<file path="src/rtl/romulus_stream_pkg.sv">
// Shared definitions for the Romulus streaming state block: mode codes,
// FSM state codes, counter widths and the G byte map used by rho.
package romulus_stream_pkg;

  localparam logic [1:0] MODE_AD  = 2'b00;
  localparam logic [1:0] MODE_ENC = 2'b01;
  localparam logic [1:0] MODE_DEC = 2'b10;
  localparam logic [1:0] MODE_TAG = 2'b11;

  localparam logic [2:0] ST_IDLE = 3'd0;
  localparam logic [2:0] ST_RHO  = 3'd1;
  localparam logic [2:0] ST_PAD  = 3'd2;
  localparam logic [2:0] ST_TBC  = 3'd3;
  localparam logic [2:0] ST_TAG  = 3'd4;

  localparam int DEF_BUSW   = 32;
  localparam int DEF_STATEW = 128;
  localparam int DEF_BEATS  = DEF_STATEW / DEF_BUSW;
  // Block byte count (up to STATEW/8 <= 31) always fits here
  localparam int CNTW       = 5;

  function automatic logic [7:0] gmatrix(input logic [7:0] b);
    return {b[0] ^ b[7], b[7:1]};
  endfunction

endpackage

</file>
<file path="src/rtl/romulus_rho_slice.sv">
// Combinational per-beat rho: G on the state slice, mode-dependent message,
// byte masking of partial beats and insertion of the pad length byte.
module romulus_rho_slice
  import romulus_stream_pkg::*;
#(
  parameter int BUSW = 32,
  parameter int BW   = $clog2(BUSW/8) + 1
) (
  input  logic [BUSW-1:0] s,
  input  logic [BUSW-1:0] data,
  input  logic            dec,
  input  logic            pad,
  input  logic            last,
  input  logic [BW-1:0]   bytes,
  input  logic            final_beat,
  input  logic [CNTW-1:0] byte_cnt,
  output logic [BUSW-1:0] slice_next,
  output logic [BUSW-1:0] out_word,
  output logic [CNTW-1:0] byte_total
);

  localparam int BPB = BUSW / 8;

  logic [BW-1:0]   nb;
  logic [BUSW-1:0] gs;
  logic [BUSW-1:0] msg;

  // Out-of-range byte counts on a last beat are treated as a full beat
  always_comb begin
    nb = BW'(BPB);
    if (pad)
      nb = '0;
    else if (last && bytes != '0 && bytes <= BW'(BPB))
      nb = bytes;
  end

  always_comb begin
    gs       = '0;
    msg      = '0;
    out_word = '0;
    for (int i = 0; i < BPB; i++)
      gs[BUSW-1-8*i -: 8] = gmatrix(s[BUSW-1-8*i -: 8]);
    for (int i = 0; i < BPB; i++) begin
      if (i < int'(nb)) begin
        out_word[BUSW-1-8*i -: 8] = data[BUSW-1-8*i -: 8] ^ gs[BUSW-1-8*i -: 8];
        msg[BUSW-1-8*i -: 8]      = dec ? out_word[BUSW-1-8*i -: 8] : data[BUSW-1-8*i -: 8];
      end
    end
    byte_total = byte_cnt + CNTW'(nb);
    // A short final beat of the block carries the Romulus length byte
    if (final_beat && nb != BW'(BPB))
      msg[7:0] = 8'(byte_total);
    slice_next = s ^ msg;
  end

endmodule

</file>
<file path="src/rtl/romulus_rho_stream.sv">
// Romulus streaming state block: rho per bus beat, padding, TBC handoff and
// a registered pdo stage. ROMULUS_TAG_OUT_EN enables the TAG output mode.
module romulus_rho_stream
  import romulus_stream_pkg::*;
#(
  parameter int BUSW   = 32,
  parameter int STATEW = 128
) (
  input  logic                    clk,
  input  logic                    rst_n,
  input  logic                    start,
  input  logic [1:0]              mode,
  input  logic                    clr,
  input  logic [BUSW-1:0]         pdi_data,
  input  logic                    pdi_valid,
  output logic                    pdi_ready,
  input  logic                    pdi_last,
  input  logic [$clog2(BUSW/8):0] pdi_bytes,
  output logic [BUSW-1:0]         pdo_data,
  output logic                    pdo_valid,
  input  logic                    pdo_ready,
  output logic                    tbc_req,
  input  logic                    tbc_done,
  input  logic [STATEW-1:0]       tbc_state_i,
  output logic [STATEW-1:0]       state_o,
  output logic                    busy
);

  localparam int BEATS = STATEW / BUSW;
  localparam int BCW   = (BEATS > 1) ? $clog2(BEATS) : 1;

  logic [2:0]        fsm;
  logic [1:0]        mode_q;
  logic [STATEW-1:0] state;
  logic [BCW-1:0]    beat_cnt;
  logic [CNTW-1:0]   byte_cnt;
  logic [BUSW-1:0]   slice_next;
  logic [BUSW-1:0]   out_word;
  logic [CNTW-1:0]   byte_total;
  logic              final_beat;
  logic              pdo_free;
  logic              accept;

  assign pdo_free   = !pdo_valid || pdo_ready;
  assign pdi_ready  = (fsm == ST_RHO) && pdo_free;
  assign accept     = pdi_valid && pdi_ready;
  assign final_beat = (beat_cnt == BCW'(BEATS-1));
  assign tbc_req    = (fsm == ST_TBC);
  assign busy       = (fsm != ST_IDLE);
  assign state_o    = state;

  romulus_rho_slice #(.BUSW(BUSW)) u_slice (
    .s          (state[STATEW-1 -: BUSW]),
    .data       (pdi_data),
    .dec        (mode_q == MODE_DEC),
    .pad        (fsm == ST_PAD),
    .last       (pdi_last),
    .bytes      (pdi_bytes),
    .final_beat (final_beat),
    .byte_cnt   (byte_cnt),
    .slice_next (slice_next),
    .out_word   (out_word),
    .byte_total (byte_total)
  );

`ifdef ROMULUS_TAG_OUT_EN
  logic [BUSW-1:0] tag_word;

  always_comb begin
    tag_word = '0;
    for (int i = 0; i < BUSW/8; i++)
      tag_word[BUSW-1-8*i -: 8] = gmatrix(state[STATEW-1-8*i -: 8]);
  end
`endif

  // The state rotates one slice per beat so it is realigned after BEATS beats
  always_ff @(posedge clk or negedge rst_n) begin
    if (!rst_n) begin
      fsm      <= ST_IDLE;
      mode_q   <= MODE_AD;
      state    <= '0;
      beat_cnt <= '0;
      byte_cnt <= '0;
    end else begin
      case (fsm)
        ST_IDLE: begin
          if (clr)
            state <= '0;
          if (start) begin
            mode_q <= mode;
`ifdef ROMULUS_TAG_OUT_EN
            fsm <= (mode == MODE_TAG) ? ST_TAG : ST_RHO;
`else
            fsm <= ST_RHO;
`endif
          end
        end
        ST_RHO: begin
          if (accept) begin
            state    <= {state[STATEW-BUSW-1:0], slice_next};
            byte_cnt <= byte_total;
            if (final_beat) begin
              fsm      <= ST_TBC;
              beat_cnt <= '0;
              byte_cnt <= '0;
            end else begin
              beat_cnt <= beat_cnt + BCW'(1);
              if (pdi_last)
                fsm <= ST_PAD;
            end
          end
        end
        ST_PAD: begin
          state <= {state[STATEW-BUSW-1:0], slice_next};
          if (final_beat) begin
            fsm      <= ST_TBC;
            beat_cnt <= '0;
            byte_cnt <= '0;
          end else begin
            beat_cnt <= beat_cnt + BCW'(1);
          end
        end
        ST_TBC: begin
          if (tbc_done) begin
            state <= tbc_state_i;
            fsm   <= ST_IDLE;
          end
        end
`ifdef ROMULUS_TAG_OUT_EN
        ST_TAG: begin
          if (pdo_free) begin
            state <= {state[STATEW-BUSW-1:0], state[STATEW-1 -: BUSW]};
            if (final_beat) begin
              fsm      <= ST_IDLE;
              beat_cnt <= '0;
            end else begin
              beat_cnt <= beat_cnt + BCW'(1);
            end
          end
        end
`endif
        default: fsm <= ST_IDLE;
      endcase
    end
  end

  // A new beat replaces a draining one in the same cycle, so no bubble
  always_ff @(posedge clk or negedge rst_n) begin
    if (!rst_n) begin
      pdo_valid <= 1'b0;
      pdo_data  <= '0;
    end else if (accept && (mode_q == MODE_ENC || mode_q == MODE_DEC)) begin
      pdo_valid <= 1'b1;
      pdo_data  <= out_word;
    end
`ifdef ROMULUS_TAG_OUT_EN
    else if (fsm == ST_TAG && pdo_free) begin
      pdo_valid <= 1'b1;
      pdo_data  <= tag_word;
    end
`endif
    else if (pdo_ready) begin
      pdo_valid <= 1'b0;
    end
  end

endmodule

</file>
<file path="config.mk">
export PLATFORM = sky130hd
export DESIGN_NAME = romulus_rho_stream
export DESIGN_NICKNAME = d
export VERILOG_FILES = /design/src/rtl/romulus_stream_pkg.sv /design/src/rtl/romulus_rho_slice.sv /design/src/rtl/romulus_rho_stream.sv
export SDC_FILE = /design/constraint.sdc
export NUM_CORES = 1
export LEC_CHECK = 0
export ABC_AREA = 1
export CAP_MARGIN = 20
export CORE_UTILIZATION = 40
export CTS_BUF_LIST = sky130_fd_sc_hd__clkbuf_16
export CTS_CLUSTER_SIZE = 40
export DETAILED_ROUTE_END_ITERATION = 7
export GPL_TIMING_DRIVEN = 0
export PLACE_DENSITY = 0.82
export REMOVE_ABC_BUFFERS = 1
export SLEW_MARGIN = 20
export SYNTH_ARGS = -nofsm -noshare
export SYNTH_HDL_FRONTEND = slang
export SYNTH_SLANG_ARGS = --single-unit
</file>
<file path="constraint.sdc">
create_clock -name clk -period 2.4 [get_ports clk]
set_input_delay 0.24 -clock clk [delete_from_list [all_inputs] [get_ports clk]]
set_output_delay 0.24 -clock clk [all_outputs]
set_load 0.05 [all_outputs]
</file>
==> impl_metrics.tcl <==
set metrics [dict create \
    status "finished, violations left" \
    violations "negative setup slack" \
    cts_tree "built" \
    pwr-share-comb_pct 66.8 \
    dp_hpwl_um 21700 \
    crit_top_cell "nand2_1" \
    place_congestion 0.829 \
    synthToLayoutAreaGrowth_pct 50.1 \
    dr.pass1.iters 5 \
    cp-end-kind "flop" \
    worst_setup_path_start_kind "flop" \
    drive_above_1_share_pct 7.66 \
    ir_drop_v 0.000778 \
    yosys-top-cells-area "dfrtp_1 (45%), nand2_1 (19%), o21ai_0 (5.8%), inv_1 (5.2%), o21ai_1 (4.2%)" \
    postLayoutSetupSlackWorst_ps -66.7 \
    arrival_ps 2840 \
    syn_area_per_cell_sq_um 7.40 \
    vias 10200 \
    power_switching_mw 11.8 \
    synthCells 1300 \
    pwr-share-seq_pct 20.9 \
    fp.dieW_um 157 \
    ys_types 33 \
    numCtsBuffers 17 \
    clock_tree.htree_level_count 4 \
    initial_core_util_pct 40.8 \
    synth_top_area_share_pct 44.8 \
    critPathKind "flop to flop" \
    synth-edff-count 0 \
    final-hold-violation-count 0 \
    rsz0062_at_grt "true" \
    core_area_sq_um 23500 \
    cpMaxStageDelayCell "dfrtp_2" \
    timing.fmax_mhz 405 \
    timing.final.crit_share_pct 103 \
    yosysWarningCount 0 \
    max_cap_violations 0 \
    worstHoldPathType "input pin to asynchronous set/reset pin" \
    cp.required_ps 2770 \
    clkSinkCount 172 \
    clockPowerShare_pct 12.2 \
    leakage_nw 6.39 \
    drt-wirelength-per-cell_um 18.2 \
    synth_common_cells "nand2_1 (477), dfrtp_1 (172), inv_1 (134)" \
    hold_ws_ps 362 \
    synth_ff_type "dfrtp_1" \
    crit_chain "ha_4, clkinvlp_4, buf_12, nand2_4, nor2_4, ha_4, inv_2, fa_2, inv_2, nand3_2, nand2_2, nand2_2, and2_4, nand2_4, nand2_1, nand2_1, nand3_1, nand2_1, nand2_1, nand2_1" \
    clk_pin_slew_ps 80 \
    async_flop_share_pct 100 \
    grt_overflow 0 \
    grt_pass1_vias 9895 \
    drc 0 \
    synth_seq_area_share_pct 44.8 \
    cts_max_path_buffers 2 \
    layout_min_cycle_time_ps 2470 \
    io_pins 337 \
    ys_seq_elements 172 \
    grt_pass1_wl_um 52100 \
    swShare_pct 54.1 \
    postRouteWirelength_um 35400 \
    final_nets 1802 \
    grt_start_max_net_pins 92 \
    antenna_found_initial 0 \
    io_buffers 336 \
    cp_max_fo 3 \
    clock_latency_ps 430 \
    max_stage_delay_ps 420 \
    antenna_cells 0 \
    worst_pin_slew_ps 703 \
    fillers 2029 \
    antenna_left 0 \
    reg2reg_depth 20 \
    yosys.area.top_type "dfrtp_1" \
    via_per_inst 5.22 \
    drt_iter0_drc 761 \
    row_count 56 \
    p_int_mw 9.99 \
    mappedNetlistArea_sq_um 9610 \
    die_h_um 157 \
    drv_slew 0 \
    timing.rr.start "fsm[1]" \
    synth.most_common_cell "nand2_1" \
    dieArea_sq_um 24700 \
    cts-root-buf "clkbuf_16" \
    worstSetupStartpoint "fsm[1]" \
    fin_skew_ps 13.3 \
    power.density_nw_per_um2 1510 \
    setup-tns-final_ps -66.7 \
    grt_util_all_layers_pct 27.7 \
    setup_viol 1 \
    slew_headroom_pct 53.1 \
]
-- cells in the final DEF, fill, tap and decap left out, drive strengths merged --
cell type and instances:
or2 8, nand4 4, dfrtp 172, dlygate4sd2 2
dlygate4sd3 1, mux2 1, nand3 62, nor3 1
o22ai 3, o21a 2, xor2 5, inv 143
a311oi 1, ha 9, a21oi 17, a22o 39
nor2 41, clkdlybuf4s50 332, and2 1, o21ai 192
fa 1, o211ai 7, buf 32, clkinvlp 5
nand2 478, o31ai 19, clkinv 7, clkbuf 21
xnor2 26
-- cell type report --
cell class                      count  area (sq um)  share of cell area (%)
Timing Repair Buffer              371          3930                    27.2
Tap cell                          319           399                    2.77
Clock inverter                     15           115                   0.798
Sequential cell                   172          4310                    29.8
Clock buffer                       17           425                    2.95
Timing Repair inverter              3          36.3                   0.251
Inverter                          137           569                    3.95
Multi-Input combinational cell    917          4650                    32.2
-- path summary, 6_finish.rpt --
path                                    end  slack (ps)
worst min register to register  pdo_data[1]         480
min in group clk                  pdo_valid         400
worst max-delay path             state_o[4]         -70
max in group asynchronous       byte_cnt[4]        1130
worst min-delay path            state_o[55]         360
worst max register to register   state_o[4]         -70
-- power groups by stage --
stage               Clock, mW  Combinational, mW  Sequential (mW)
finish                   2.66               14.5             4.56
global route             2.79               15.5             4.66
CTS                      2.68               13.9             4.55
detailed placement          0               12.6             4.58
global placement            0               13.0             4.98
floorplan                   0               4.93             7.47
-- registers in the layout, indices dropped and copies added, names as in the netlist --
register / count
pdo_data: 32
state_o: 128
pdo_valid: 1
byte_cnt: 5
mode_q: 2
fsm: 2
beat_cnt: 2
-- routing by layer --
| metal | vias up | GRT usage [%] | share of wire, % |
|---|---|---|---|
| li1 | 4822 | - | - |
| met3 | 56 | 7.35 | 8.8 |
| met4 | 0 | 9.39 | 2.2 |
| met5 | - | 0 | 0 |
| met1 | 4899 | 33.4 | 41 |
| met2 | 415 | 47.7 | 48 |
-- stage by stage --
stage          utilization, %  total power [mW]  area, sq um  setup WS [ps]  cells
6_report                 61.3              21.8        14400          -66.7   1951
5_1_grt                  61.3              22.9        14400           -178   1951
4_1_cts                  60.2              21.1        14200           -148   1940
3_5_place_dp             56.4              17.2        13300          -1300   1890
3_3_place_gp             55.3              17.9        13000          -6330   1881
2_1_floorplan               -              12.4         9260          -2920   1226
-- kinds of logic (layout without fill, tap and decap cells) --
logic type,after synthesis,in the layout,synth area share [%]
flops,172,172,44.8
simple gates,595,595,24.5
compound gates,280,280,17.4
mux,1,1,0.117
xor+xnor,31,31,2.82
fa+ha+maj,10,10,1.38
buf+inv,211,543,9.08
-- worst max-delay path, delay by kind of cell (launching register included) --
family,cells,cell delay [ps]
flops,1,420
buf+inv,4,290
fa+ha+maj,3,740
simple gates,13,960
-- repair_timing --
item	in CTS	in global routing
cloned	5	3
hold buffers	1	0
pin swaps	10	14
buffers inserted	12	8
hold endpoints to repair	81	0
gates resized for setup	36	31
setup endpoints to repair	158	104
No activity file was read; power rests on OpenSTA's default activity.
